==> src/rtl/game_clock_scoreboard_if.sv <==
// Control pulses in, packed BCD display digits and game status out.
interface game_clock_scoreboard_if #(
    parameter int NUM_TEAMS    = 2,
    parameter int SCORE_DIGITS = 3
);
    logic                                clear_game;
    logic                                start_stop;
    logic                                pts_valid;
    logic [1:0]                          pts;
    logic [2:0]                          team_sel;
    logic [7:0]                          min_bcd;
    logic [7:0]                          sec_bcd;
    logic [3:0]                          period;
    logic [NUM_TEAMS*4*SCORE_DIGITS-1:0] score_bcd;
    logic [2:0]                          state;
    logic                                buzzer;

    modport master (output clear_game, start_stop, pts_valid, pts, team_sel,
                    input  min_bcd, sec_bcd, period, score_bcd, state, buzzer);
    modport slave  (input  clear_game, start_stop, pts_valid, pts, team_sel,
                    output min_bcd, sec_bcd, period, score_bcd, state, buzzer);
endinterface

==> src/rtl/game_clock_scoreboard.sv <==
// Multi-period BCD countdown game clock with an N-team saturating BCD score bank.
module game_clock_scoreboard_lane #(
    parameter int SCORE_DIGITS = 3
) (
    input  logic                        clock,
    input  logic                        reset,
    input  logic                        clear,
    input  logic                        enable,
    input  logic [1:0]                  pts,
    output logic [4*SCORE_DIGITS-1:0]   score
);
    localparam logic [4*SCORE_DIGITS-1:0] ALL_NINES = {SCORE_DIGITS{4'h9}};

    logic [4*SCORE_DIGITS-1:0] sum, diff;
    logic [4:0]                digit;
    logic                      carry, borrow;

    // Ripple BCD add and decrement; a carry out of the top digit means saturate.
    always_comb begin
        sum    = '0;
        diff   = '0;
        digit  = '0;
        carry  = 1'b0;
        borrow = 1'b1;
        for (int i = 0; i < SCORE_DIGITS; i++) begin
            digit = {1'b0, score[4*i +: 4]} + {4'b0, carry} + ((i == 0) ? {3'b0, pts} : 5'd0);
            carry = (digit > 5'd9);
            if (carry) digit = digit - 5'd10;
            sum[4*i +: 4] = digit[3:0];
            if (borrow && score[4*i +: 4] == 4'd0) begin
                diff[4*i +: 4] = 4'd9;
            end else begin
                diff[4*i +: 4] = score[4*i +: 4] - {3'b0, borrow};
                borrow = 1'b0;
            end
        end
        if (carry) sum = ALL_NINES;
        if (score == '0) diff = '0;
    end

    always_ff @(posedge clock or negedge reset)
        if (!reset)      score <= '0;
        else if (clear)  score <= '0;
        else if (enable) score <= (pts == 2'd0) ? diff : sum;
endmodule

module game_clock_scoreboard #(
    parameter int TICK_CYCLES  = 100000000,
    parameter int PERIOD_MIN   = 12,
    parameter int NUM_PERIODS  = 4,
    parameter int NUM_TEAMS    = 2,
    parameter int SCORE_DIGITS = 3,
    parameter int BUZZ_CYCLES  = 50000000
) (
    input logic                    clock,
    input logic                    reset,
    game_clock_scoreboard_if.slave bus
);
    localparam int              TW          = $clog2(TICK_CYCLES);
    localparam int              BW          = $clog2(BUZZ_CYCLES + 1);
    localparam logic [TW-1:0]   TICK_LAST   = TW'(TICK_CYCLES - 1);
    localparam logic [BW-1:0]   BUZZ_LOAD   = BW'(BUZZ_CYCLES - 1);
    localparam logic [3:0]      LAST_PERIOD = 4'(NUM_PERIODS);
    localparam logic [7:0]      MIN_INIT    = 8'((PERIOD_MIN / 10) * 16 + PERIOD_MIN % 10);

    typedef enum logic [2:0] {
        IDLE       = 3'd0,
        RUNNING    = 3'd1,
        PAUSED     = 3'd2,
        PERIOD_END = 3'd3,
        GAME_OVER  = 3'd4
    } state_t;

    state_t          st;
    logic [7:0]      mins, secs, next_min, next_sec;
    logic [3:0]      per;
    logic [TW-1:0]   tick_cnt;
    logic [BW-1:0]   buzz_cnt;
    logic            buzz, tick, at_zero, accept;

    assign tick    = (st == RUNNING) && (tick_cnt == TICK_LAST);
    assign at_zero = (next_min == 8'h00) && (next_sec == 8'h00);

    // One-second BCD decrement with borrow; holds at 00:00.
    always_comb begin
        next_sec = secs;
        next_min = mins;
        if (secs[3:0] != 4'd0) begin
            next_sec[3:0] = secs[3:0] - 4'd1;
        end else if (secs[7:4] != 4'd0) begin
            next_sec = {secs[7:4] - 4'd1, 4'd9};
        end else if (mins != 8'h00) begin
            next_sec = 8'h59;
            if (mins[3:0] != 4'd0) next_min[3:0] = mins[3:0] - 4'd1;
            else                   next_min = {mins[7:4] - 4'd1, 4'd9};
        end
    end

    always_ff @(posedge clock or negedge reset) begin
        if (!reset) begin
            st <= IDLE; mins <= MIN_INIT; secs <= 8'h00; per <= 4'd1;
            tick_cnt <= '0; buzz_cnt <= '0; buzz <= 1'b0;
        end else if (bus.clear_game) begin
            st <= IDLE; mins <= MIN_INIT; secs <= 8'h00; per <= 4'd1;
            tick_cnt <= '0; buzz_cnt <= '0; buzz <= 1'b0;
        end else begin
            if (buzz) begin
                if (buzz_cnt == '0) buzz <= 1'b0;
                else                buzz_cnt <= buzz_cnt - 1'b1;
            end
            case (st)
                IDLE: if (bus.start_stop) st <= RUNNING;
                RUNNING: begin
                    tick_cnt <= tick ? '0 : tick_cnt + 1'b1;
                    if (tick) begin
                        mins <= next_min;
                        secs <= next_sec;
                    end
                    // End of period outranks a coincident start_stop.
                    if (tick && at_zero) begin
                        st       <= (per < LAST_PERIOD) ? PERIOD_END : GAME_OVER;
                        buzz     <= 1'b1;
                        buzz_cnt <= BUZZ_LOAD;
                    end else if (bus.start_stop) begin
                        st <= PAUSED;
                    end
                end
                PAUSED: if (bus.start_stop) st <= RUNNING;
                PERIOD_END: if (bus.start_stop) begin
                    st <= PAUSED; per <= per + 4'd1;
                    mins <= MIN_INIT; secs <= 8'h00; tick_cnt <= '0;
                end
                default: ;
            endcase
        end
    end

    assign accept = bus.pts_valid && ({1'b0, bus.team_sel} < 4'(NUM_TEAMS)) &&
                    (st == RUNNING || st == PAUSED || st == PERIOD_END);

    logic [NUM_TEAMS-1:0][4*SCORE_DIGITS-1:0] scores;

    for (genvar t = 0; t < NUM_TEAMS; t++) begin : g_team
        game_clock_scoreboard_lane #(.SCORE_DIGITS(SCORE_DIGITS)) u_lane (
            .clock  (clock),
            .reset  (reset),
            .clear  (bus.clear_game),
            .enable (accept && (bus.team_sel == 3'(t))),
            .pts    (bus.pts),
            .score  (scores[t])
        );
    end

    assign bus.state     = st;
    assign bus.min_bcd   = mins;
    assign bus.sec_bcd   = secs;
    assign bus.period    = per;
    assign bus.buzzer    = buzz;
    assign bus.score_bcd = scores;
endmodule
==> src/flat_wrapper.sv <==
// flat-port wrapper written by rule: the top's interface ports become plain ports
module game_clock_scoreboard_flat 
#(
    parameter int TICK_CYCLES  = 100000000,
    parameter int PERIOD_MIN   = 12,
    parameter int NUM_PERIODS  = 4,
    parameter int NUM_TEAMS    = 2,
    parameter int SCORE_DIGITS = 3,
    parameter int BUZZ_CYCLES  = 50000000
)
  (clock, reset, bus_clear_game, bus_start_stop, bus_pts_valid, bus_pts, bus_team_sel, bus_min_bcd, bus_sec_bcd, bus_period, bus_score_bcd, bus_state, bus_buzzer);
  game_clock_scoreboard_if #(.NUM_TEAMS(NUM_TEAMS), .SCORE_DIGITS(SCORE_DIGITS)) bus_i ();
  input logic clock;
  input logic reset;
  input wire logic [$bits(bus_i.clear_game)-1:0] bus_clear_game;
  input wire logic [$bits(bus_i.start_stop)-1:0] bus_start_stop;
  input wire logic [$bits(bus_i.pts_valid)-1:0] bus_pts_valid;
  input wire logic [$bits(bus_i.pts)-1:0] bus_pts;
  input wire logic [$bits(bus_i.team_sel)-1:0] bus_team_sel;
  output wire logic [$bits(bus_i.min_bcd)-1:0] bus_min_bcd;
  output wire logic [$bits(bus_i.sec_bcd)-1:0] bus_sec_bcd;
  output wire logic [$bits(bus_i.period)-1:0] bus_period;
  output wire logic [$bits(bus_i.score_bcd)-1:0] bus_score_bcd;
  output wire logic [$bits(bus_i.state)-1:0] bus_state;
  output wire logic [$bits(bus_i.buzzer)-1:0] bus_buzzer;
  assign bus_i.clear_game = bus_clear_game;
  assign bus_i.start_stop = bus_start_stop;
  assign bus_i.pts_valid = bus_pts_valid;
  assign bus_i.pts = bus_pts;
  assign bus_i.team_sel = bus_team_sel;
  assign bus_min_bcd = bus_i.min_bcd;
  assign bus_sec_bcd = bus_i.sec_bcd;
  assign bus_period = bus_i.period;
  assign bus_score_bcd = bus_i.score_bcd;
  assign bus_state = bus_i.state;
  assign bus_buzzer = bus_i.buzzer;
  game_clock_scoreboard #(.TICK_CYCLES(TICK_CYCLES), .PERIOD_MIN(PERIOD_MIN), .NUM_PERIODS(NUM_PERIODS), .NUM_TEAMS(NUM_TEAMS), .SCORE_DIGITS(SCORE_DIGITS), .BUZZ_CYCLES(BUZZ_CYCLES)) u_core (.clock(clock), .reset(reset), .bus(bus_i));
endmodule
==> config.mk <==
export PLATFORM = sky130hd
export DESIGN_NAME = game_clock_scoreboard_flat
export DESIGN_NICKNAME = d
export VERILOG_FILES = /design/src/rtl/game_clock_scoreboard_if.sv /design/src/rtl/game_clock_scoreboard.sv /design/src/flat_wrapper.sv
export SDC_FILE = /design/constraint.sdc
export NUM_CORES = 1
export LEC_CHECK = 0
export BUFFER_PORTS_ARGS = -buffer_cell sky130_fd_sc_hd__buf_2
export CAP_MARGIN = 20
export CORE_UTILIZATION = 35
export CTS_CLUSTER_SIZE = 30
export DETAILED_ROUTE_END_ITERATION = 10
export GPL_ROUTABILITY_DRIVEN = 0
export PLACE_DENSITY = 0.54
export SETUP_SLACK_MARGIN = 0.5
export SLEW_MARGIN = 20
export SYNTH_ARGS = -nofsm -noshare
export SYNTH_HDL_FRONTEND = slang
export SYNTH_SLANG_ARGS = --single-unit
export TNS_END_PERCENT = 5
==> constraint.sdc <==
create_clock -name clock -period 6.8 [get_ports clock]
set_input_delay 0.34 -clock clock [delete_from_list [all_inputs] [get_ports clock]]
set_output_delay 0.34 -clock clock [all_outputs]
set_load 0.01 [all_outputs]
Yosys cells after proc, flatten, opt, wreduce, memory -nomap -nowiden
Cells that the tools add are included.

Output and inout bits: 48. Bits in registers: 101.

Multiplexer cells: 64. Equal/unequal tests: 8. Order comparisons: 8. Add/subtract/negate cells: 23. Reduce and logical (&&, ||, !) cells: 42.

Operators by type and width (count): $mux 26 (5); $mux 12 (10); $mux 8 (11); $mux 27 (3); $mux 4 (17); $pmux 27 s2 (1); $pmux 8 s2 (2); $gt 5x4->1 const B (6); $add 27x1->27 const B (1); $eq 27x27->1 const B (1); $logic_not 26->1 (1); $sub 26x1->26 const B (1); $logic_not 12->1 (2); $logic_not 4->1 (6); $sub 4x1->4 const B (6); $add 4x1->5 (4); $logic_not 8->1 (2); $reduce_bool 4->1 (4); $sub 4x1->4 (4); $sub 4x4->4 const B (4); $mux 3 (5); $logic_and 1x1->1 (11); $add 4x2->5 (2); $mux 1 (9); 18 further kinds (27).

Longest topological paths before layout
Gate-level depths: netlist (run 1).

Depth after elaboration: 11. Gate-level depth with buffers: 21. Depth with buffers taken out: 21.

Hierarchy
Synthesis (run 1) repeated with hierarchy kept, for this count alone.

Cell total of the unflattened synthesis: 880. Area, all modules: 7455.9 sq um.

By module, submodules not included: game_clock_scoreboard (sequential area each 1930.6 sq um, times used 1, cells each 502, area each 4560.6 sq um); game_clock_scoreboard_lane (sequential area each 300.3 sq um, times used 2, cells each 189, area each 1447.6 sq um).

Worst setup path before layout (run 1)
OpenSTA, ideal clock, no wires.

Path type: register -> register. Start point: register u_core.g_team[0].u_lane.score[0]. End point: register u_core.g_team[0].u_lane.score[9]. Clock period less this slack: 4161 ps. Buffers on the path: 0. Data arrival time: 4066 ps. Path slack: 2639 ps. Required time: 6706 ps. Cell stages (with the launch flop): 19. Cells stage by stage: dfrtp_1 -> ha_1 -> inv_1 -> fa_1 -> mux2i_1 -> nand2_1 -> nand3_1 -> inv_1 -> ha_1 -> ha_1 -> o21ai_0 -> or2_2 -> a2bb2oi_1 -> ha_1 -> ha_1 -> a21o_1 -> a221oi_1 -> a211oi_1 -> a211oi_1.

Cells in the longest elaborated chain, start to end: 10. Elaborated cells on any way between the ends: 19. Classes of those cells: add/sub: 4; order compare: 3; mux: 8; reduce/logical: 4.

Ends and longest elaborated chain: start, declared (RTL line game_clock_scoreboard.sv:10) `output logic [4*SCORE_DIGITS-1:0] score`; start signal, assigned (RTL line game_clock_scoreboard.sv:44) `else if (enable) score <= (pts == 2'd0) ? diff : sum;`; $add 4x2->5 / $logic_not 4->1 (equally long branches) (RTL line game_clock_scoreboard.sv:26, game_clock_scoreboard.sv:30); $gt 5x4->1 / $mux 1 (equally long branches) (RTL line game_clock_scoreboard.sv:27, game_clock_scoreboard.sv:30); $add 4x1->5 / $logic_and 1x1->1 (equally long branches) (RTL line game_clock_scoreboard.sv:26, game_clock_scoreboard.sv:30); $gt 5x4->1 / $mux 1 (equally long branches) (RTL line game_clock_scoreboard.sv:27, game_clock_scoreboard.sv:30); $add 4x1->5 (tied with other cells) (RTL line game_clock_scoreboard.sv:26) `digit = {1'b0, score[4*i +: 4]} + {4'b0, carry} + ((i == 0) ? {3'b0, pts} : 5'd0);`; $gt 5x4->1 / $mux 4 (equally long branches) (RTL line game_clock_scoreboard.sv:27, game_clock_scoreboard.sv:30); $mux 12, on equally long branches (RTL line game_clock_scoreboard.sv:37, game_clock_scoreboard.sv:38); $mux 12 (*) (2 in a row) (RTL line game_clock_scoreboard.sv:44); $mux 12 (*) (RTL line game_clock_scoreboard.sv:43) `else if (clear) score <= '0;`.

Mark *: on every way between the ends. The rest lies on a longest branch, timed or not. The select of a mux whose other input is x is not followed. A chain may end at the register's enable or synchronous reset.

Worst setup path in the final report (run 1)
Start point: register u_core.g_team[0].u_lane.score[0]. End point: register u_core.g_team[0].u_lane.score[5].

Cells in the longest elaborated chain, start to end: 10. Elaborated cells on any way between the ends: 19. Classes of those cells: add/sub: 5; order compare: 3; mux: 8; reduce/logical: 3.

Ends and longest elaborated chain: $add 4x2->5 (RTL line game_clock_scoreboard.sv:26); $gt 5x4->1 (RTL line game_clock_scoreboard.sv:27) `carry = (digit > 5'd9);`; $add 4x1->5 (RTL line game_clock_scoreboard.sv:26); $gt 5x4->1 (RTL line game_clock_scoreboard.sv:27); $add 4x1->5 (RTL line game_clock_scoreboard.sv:26); $gt 5x4->1 (RTL line game_clock_scoreboard.sv:27); $mux 12 (RTL line game_clock_scoreboard.sv:37) `if (carry) sum = ALL_NINES;`; $mux 12 (*) (2 in a row) (RTL line game_clock_scoreboard.sv:44); $mux 12 (*) (RTL line game_clock_scoreboard.sv:43).

Marks and branches as above.

==> results of run 1 <==
[per-stage QoR]
| stage | worst slack [ns] | cells | instance area (um^2) | hold WS, ns | total power (uW) |
|---|---|---|---|---|---|
| 2_1_floorplan | 2.64 | 788 | 6850 | 0.0444 | 1010 |
| 3_3_place_gp | 2.18 | 1079 | 7380 | 0.330 | 1170 |
| 3_5_place_dp | 2.11 | 1079 | 7380 | 0.329 | 1170 |
| 4_1_cts | 2.16 | 1096 | 7740 | 0.366 | 1790 |
| 5_1_grt | 1.83 | 1096 | 7740 | 0.402 | 1880 |
| 6_report | 2.18 | 1097 | 7740 | 0.389 | 1770 |
[placed cells by master (no fill, tap or decap), types with 3 or more instances in the layout]
cell type  netlist  routed
and4_1           3       3
mux2i_1         12      12
or4_1            7       7
a31oi_1          5       5
nand4b_1         3       3
nand3_1         22      22
nand4_1         17      17
or2_2            6       6
xnor2_1         43      43
o211ai_1         8       8
nand2_1         57      57
dfrtp_1         98      98
nand2b_1        16      16
nand3b_1         6       6
a221o_1          7       7
dfstp_2          3       3
and3_1          11      11
o41ai_1          4       4
buf_4            0       8
o31ai_1         10      10
or3_1           11      11
a32oi_1          3       3
nor2b_1          3       3
nor4_1          18      18
buf_2            1      56
inv_1           45      45
o21ai_0         40      40
a211oi_1        13      13
ha_1            34      34
a21oi_1         58      57
nor2_1          69      69
bufinv_16        0       3
clkbuf_16        0       9
o32ai_1          4       4
a21o_1           9       9
nor3_1          37      37
o221ai_1         4       4
xor2_1          20      20
nor3b_1         10      10
nor4_2           3       3
[worst max-delay path by stage]
stage	end	slack, ns	cells past startpoint
2_1_floorplan	u_core.g_team[0].u_lane.score[9]	2.64	18
3_3_place_gp	u_core.g_team[0].u_lane.score[9]	2.18	19
3_5_place_dp	u_core.g_team[0].u_lane.score[9]	2.11	19
4_1_cts	u_core.g_team[0].u_lane.score[9]	2.16	18
5_1_grt	u_core.g_team[0].u_lane.score[9]	1.83	19
6_report	u_core.g_team[0].u_lane.score[5]	2.18	18
[state kept, by name (all words and copies together), names as in the netlist]
name / count
u_core.g_team.u_lane.score: 24
u_core.buzz_cnt: 26
u_core.bus.period: 4
u_core.bus.sec_bcd: 8
u_core.bus.state: 3
u_core.tick_cnt: 27
u_core.bus.buzzer: 1
u_core.bus.min_bcd: 8
[cells in the mapped netlist (12+ instances only)]
library cell	count
nand3_1	22
nand2b_1	16
a21oi_1	58
mux2i_1	12
xnor2_1	43
nand2_1	57
xor2_1	20
nor4_1	18
nor3_1	37
o21ai_0	40
nand4_1	17
nor2_1	69
inv_1	45
dfrtp_1	98
ha_1	34
a211oi_1	13
clkbuf_1	29
[power groups by stage]
stage	registers [uW]	clock network, uW	logic (uW)
after global routing	706	652	524
after CTS	698	635	462
after detailed placement	709	0	459
final	699	610	458
after global placement	709	0	460
after floorplan	704	0	311
[critical path, delay by kind of cell, from the launching register on]
family | cells | cell delay, ns
adder cells (fa/ha/maj) | 6 | 1.69
multiplexers | 1 | 0.18
buffers and inverters | 2 | 0.11
AND/OR/NAND/NOR | 3 | 0.49
flip-flops | 1 | 0.42
AO/OA/AOI/OAI | 6 | 1.65
[cell type report]
| cell class | count | area [um^2] |
|---|---|---|
| Clock buffer | 12 | 256 |
| Clock inverter | 4 | 95.1 |
| Sequential cell | 101 | 2530 |
| Timing Repair Buffer | 65 | 350 |
| Antenna cell | 1 | 2.50 |
| Fill cell | 1955 | 11200 |
| Inverter | 45 | 169 |
| Multi-Input combinational cell | 609 | 4010 |
| Tap cell | 260 | 325 |
[per-layer routing]
metal | part of all wire, % | up-vias
li1 | - | 2961
met1 | 48 | 2879
met2 | 45 | 105
met3 | 5.2 | 15
met4 | 1.0 | 0
met5 | 0 | -
[repair_timing]
item / 4_1_cts / 5_1_grt
gates resized for setup: 0 / 0
buffers inserted: 0 / 0
hold endpoints to repair: 32 / 0
hold buffers: 1 / 0
[logic make-up after synthesis]
| family | Yosys count | synth area share, % |
|---|---|---|
| and+or+nand+nor | 312 | 24.3 |
| AOI/OAI and AO/OA | 186 | 17.6 |
| DFF | 101 | 37.0 |
| buffers and inverters | 78 | 4.51 |
| xor gates and xnor gates | 63 | 8.06 |
| adders and majority gates | 36 | 6.80 |
| muxes | 12 | 1.75 |
==> out/results.tsv, run 1 <==
stage	metric	value	unit
routing	vias	5960	
setup_path	reg2reg_depth	18	
pwr	leakage	0.00340	uW
yosys	synth_fp_nets	834	
yosys	synth_warnings	0	
global_routing	antenna_found_initial	1	
timing	tightestPinTransition	1.06	ns
yosys	synth_area_leaders	dfrtp_1 36%, ha_1 6.2%, xnor2_1 5.5%	
floorplan	dieWidth	142	um
routing	postRouteAntennaNets	0	
hold_path	min_path_cells	3	
final_layout	fin_nets	877	
setup_path	r2r_slack	2.18	ns
final_layout	area_growth_syn_to_layout	13.0	%
timing	fin_crit_sh	67.9	%
yosys	synth_top_cell_by_area	dfrtp_1	
clock_tree	cts_sinks	101	
hold_path	min_from	bus_start_stop	
timing	finalMaxSlewViolations	0	
clock_tree	clock_latency	0.36	ns
yosys	yosys.area.top_type_share	35.8	%
timing	finClkSkew	0.0121	ns
pwr	p_int	1190	uW
global_routing	grt_max_degree	71	
yosys	ys_types	66	
setup_path	r2r_end	u_core.g_team[0].u_lane.score[5]	
yosys	synthFlopType	dfrtp_1	
yosys	synth_edf_count	0	
timing	setup_tns	0	ns
routing	postRouteWirelength	17.0	mm
setup_path	timing.critical_path.mode_cell	ha_1	
hold_path	hold_path.class	primary input to flip-flop	
yosys	synth-seq-area-share	37.0	%
clock_tree	cts_buffer_depth	2	
pwr	ir_worst_vdd	169	uV
clock_tree	cts-root-buf	clkbuf_16	
floorplan	fp-row-count	50	
pwr	clockPowerShare	34.5	%
floorplan	pin_count	58	
setup_path	crit_arrival	4.88	ns
place	io_buffers	57	
setup_path	cp_max_fo	5	
routing	route.detailed.drc	0	
global_routing	use_met3	3.64	%
place	dp_hpwl	11.8	mm
setup_path	cpPeakStageDelay	0.69	ns
setup_path	cp-end-kind	flip-flop	
pwr	power.density	228	nW/um^2
routing	vias_per_cell	5.43	
setup_path	crit_chain	ha_1, inv_1, fa_1, mux2i_1, nand2_1, nand3_1, inv_1, ha_1, ha_1, o21ai_0, or2_2, a2bb2oi_1, ha_1, ha_1, a21o_1, a221oi_1, a211oi_1, a211oi_1	
global_routing	grt_pass1_wl	28.9	mm
setup_path	crit_start	u_core.g_team[0].u_lane.score[0]	
hold_path	whs_endpoint	u_core.bus.state[0]	
floorplan	start_util	36.1	%
timing	setup_violations	0	
setup_path	crit_slowest_cell	a221oi_1	
clock_tree	numCtsBuffers	9	
yosys	syn-instance-count	788	
global_routing	grt_pass1_vias	5696	
yosys	synth.avg_cell_area	8.69	um^2
timing	layout_min_cycle_time	4.62	ns
run	maxCapViolations	0	
pwr	power.switching	574	uW
setup_path	crit_required	7.06	ns
clock_tree	cts_tree	done	
outcome	outcome	complete, no violations	
timing	relSlewSlack	29.3	%
floorplan	core	19000	um^2
global_routing	grt-ovfl-total	0	
setup_path	worst-setup-path-type	flip-flop to flip-flop	
clock_tree	htreeDepth	3	
yosys	async_reset_ff_share	100	%
floorplan	die_h	142	um
yosys	synth-seq-cells	101	
yosys	synth_area	6850	um^2
pwr	seqPwrFrac	39.6	%
timing	hold_violations	0	
global_routing	grtUsageMet1	25.0	%
timing	fmax	217	MHz
routing	wl_per_cell	15.5	um
routing	drt_first_pass_iters	4	
routing	drtIter0Drc	315	
global_routing	grt_use_met2	28.0	%
final_layout	utilization	40.8	%
setup_path	startpoint_type	flip-flop	
timing	rsz0062_at_grt	false	
final_layout	drive_above_1_share	12.2	%
floorplan	dieArea	20100	um^2
clock_tree	clkTransAtPathRegs	0.07	ns
global_routing	busiest_layer	met2	
pwr	p_sw_share	32.5	%
pwr	combPwrFrac	25.9	%
setup_path	r2r_start	u_core.g_team[0].u_lane.score[0]	
global_routing	grt_usage	17.9	%
No activity file was read; power rests on OpenSTA's default activity.
==> run 2, diff against run 1 <==
- ABC_AREA: not set -> 1
- clock period: 6.8 -> 4.7 ns (I/O delays scaled with it)
==> out/results.tsv, run 2 <==
stage	metric	value	unit
outcome	outcome	complete, no violations	
pwr	leakage	0.00394	uW
yosys	async_reset_ff_share	100	%
yosys	ys_types	55	
timing	hold_violations	0	
routing	drtIter0Drc	354	
clock_tree	cts-root-buf	clkbuf_16	
setup_path	reg2reg_depth	23	
hold_path	min_path_cells	4	
routing	wl_per_cell	13.8	um
setup_path	crit_arrival	4.11	ns
yosys	synth_area_leaders	dfrtp_1 35%, nand2_1 10%, inv_1 7.2%	
global_routing	grt_pass1_wl	29.5	mm
final_layout	largest_reg_flops	27	
routing	postRouteWirelength	17.6	mm
clock_tree	cts_sinks	101	
floorplan	core	19400	um^2
pwr	power.density	318	nW/um^2
timing	setup_tns	0	ns
final_layout	fin_nets	1050	
final_layout	multi_input_area	3800	um^2
yosys	synth-seq-area-share	36.6	%
global_routing	use_met3	3.06	%
routing	postRouteAntennaNets	0	
final_layout	top_register	u_core.tick_cnt	
setup_path	worst-setup-path-type	flip-flop to flip-flop	
clock_tree	numCtsBuffers	9	
global_routing	grt_use_met2	28.5	%
setup_path	crit_required	4.93	ns
pwr	total_power	2490	uW
floorplan	dieArea	20300	um^2
global_routing	antenna_found_initial	1	
timing	fin_crit_sh	82.5	%
setup_path	cp-end-kind	flip-flop	
pwr	ir_worst_vdd	188	uV
yosys	ys_top_cells_by_count	191 x nand2_1, 133 x inv_1, 132 x nor2_1	
final_layout	drive_above_1_share	12.6	%
timing	relSlewSlack	42.5	%
floorplan	die_h	143	um
routing	vias	6250	
clock_tree	htreeDepth	3	
timing	whs	0.213	ns
floorplan	fp-row-count	51	
yosys	synth_fp_nets	995	
place	place_area	7440	um^2
timing	finalMaxSlewViolations	0	
final_layout	area_growth_syn_to_layout	13.2	%
place	io_buffers	57	
clock_tree	cts_buffer_depth	2	
routing	route.detailed.drc	0	
floorplan	pin_count	58	
final_layout	fill_cells	2075	
global_routing	grtUsageMet1	26.3	%
floorplan	dieWidth	143	um
hold_path	hold_path.class	primary input to flip-flop	
global_routing	busiest_layer	met2	
yosys	synth.avg_cell_area	7.28	um^2
floorplan	start_util	35.6	%
routing	vias_per_cell	4.91	
final_layout	ff_latch_area	2530	um^2
global_routing	grt-ovfl-total	0	
final_layout	antenna_cells	0	
routing	drt_first_pass_iters	5	
clock_tree	clock_latency	0.36	ns
yosys	synth_edf_count	0	
setup_path	cp_max_fo	6	
timing	setup_violations	0	
yosys	synth_area	6910	um^2
final_layout	final_area	7820	um^2
final_layout	utilization	40.3	%
clock_tree	clkTransAtPathRegs	0.08	ns
timing	finClkSkew	0.0128	ns
yosys	synth_warnings	0	
yosys	yosysMostFrequentCell	nand2_1	
final_layout	mostFrequentLayoutCells	188 x nand2_1, 132 x inv_1, 130 x nor2_1	
timing	fmax	258	MHz
timing	layout_min_cycle_time	3.88	ns
yosys	synth_top_cell_by_area	dfrtp_1	
yosys	syn-instance-count	949	
yosys	yosys.area.top_type_share	35.5	%
timing	rsz0062_at_grt	true	
place	dp_hpwl	12.6	mm
clock_tree	cts_tree	done	
global_routing	grt_pass1_vias	5913	
yosys	synthFlopType	dfrtp_1	
setup_path	startpoint_type	flip-flop	
global_routing	grt_usage	18.5	%
run	maxCapViolations	0	
final_layout	largestRegisters	u_core.tick_cnt x27, u_core.buzz_cnt x26, u_core.g_team.u_lane.score x24	
timing	tightestPinTransition	0.860	ns
global_routing	grt_max_degree	59	
final_layout	final_common_cell	nand2_1	
yosys	synth-seq-cells	101	
run 2: cell count changes in the layout (fill, tap and decap cells not counted), sizes merged, moves of 14 or more:
cell,change
inv,+93
nand2,+141
nand2b,-16
nand3,+47
nor2,+75
nor3,-22
nor4,-14
o21ai,+17
o22ai,+20
xnor2,-35
run 2: area by class of cell:
type | count | share of cell area, %
clock buffers | 11 | 3.10
inverters | 140 | 6.73
flip-flops and latches | 101 | 32.4
well taps | 265 | 4.24
clock inverters | 5 | 0.752
repair buffers | 62 | 4.19
multi-input cells | 690 | 48.6
run 2: path summary, 6_finish.rpt:
check                                                      start                                to  slack [ns]
worst max register to register  u_core.g_team[0].u_lane.score[0]  u_core.g_team[0].u_lane.score[0]        0.82
worst max-delay path            u_core.g_team[0].u_lane.score[0]  u_core.g_team[0].u_lane.score[0]        0.82
max in group asynchronous                                  reset                u_core.tick_cnt[2]        3.13
worst min register to register              u_core.bus.period[3]              u_core.bus.period[3]        0.51
worst min-delay path                              bus_start_stop               u_core.bus.state[2]        0.21
min in group asynchronous                                  reset  u_core.g_team[0].u_lane.score[5]        0.51
run 2: cells by family after synthesis:
family	Yosys count	share of synthesized area, %
fa+ha+maj	36	6.74
buf+inv	158	9.15
compound gates	167	13.8
simple gates	450	29.0
flops	101	36.6
xor+xnor	37	4.69
run 2: metrics by stage:
step           cells  setup slack, ns
4_1_cts         1272            0.580
6_report        1274            0.821
5_1_grt         1274            0.480
2_1_floorplan    949            0.990
3_5_place_dp    1255            0.520
3_3_place_gp    1255            0.686
run 2: power by group:
group	switching [uW]	total [uW]	internal, uW
Combinational	467	702	236
Clock	357	787	429
Sequential	66.4	998	931
Total	890	2490	1600
run 2: critical path, stage by stage, from the launching register on:
cell	delay, ns
dfrtp_1	0.38
ha_1	0.17
inv_1	0.05
fa_1	0.41
xor2_2	0.19
nand2_1	0.07
nand2_1	0.10
nand2_1	0.11
ha_1	0.22
ha_1	0.23
xnor2_2	0.20
nand2_1	0.07
nand2_1	0.08
nand2_1	0.11
ha_1	0.23
ha_1	0.21
xnor2_1	0.16
nand2_1	0.07
nand2_1	0.08
nand2_2	0.09
nor2_2	0.12
inv_2	0.09
o221ai_1	0.16
o21ai_0	0.13
run 2: repair_timing:
action,CTS,global route
hold buffers,1,0
setup buffers,0,2
endpoints found under the hold margin,21,0
endpoints found under the setup margin,2,20
resized for setup,1,15
pin swaps,0,1
run 2: metal layers:
| layer | wire length, um | share of wire (%) | vias to the layer above |
|---|---|---|---|
| met1 | 8830 | 50 | 2916 |
| met5 | 13 | 0.074 | - |
| met4 | 271 | 1.5 | 2 |
| met2 | 7890 | 45 | 97 |
| li1 | - | - | 3216 |
| met3 | 629 | 3.6 | 19 |
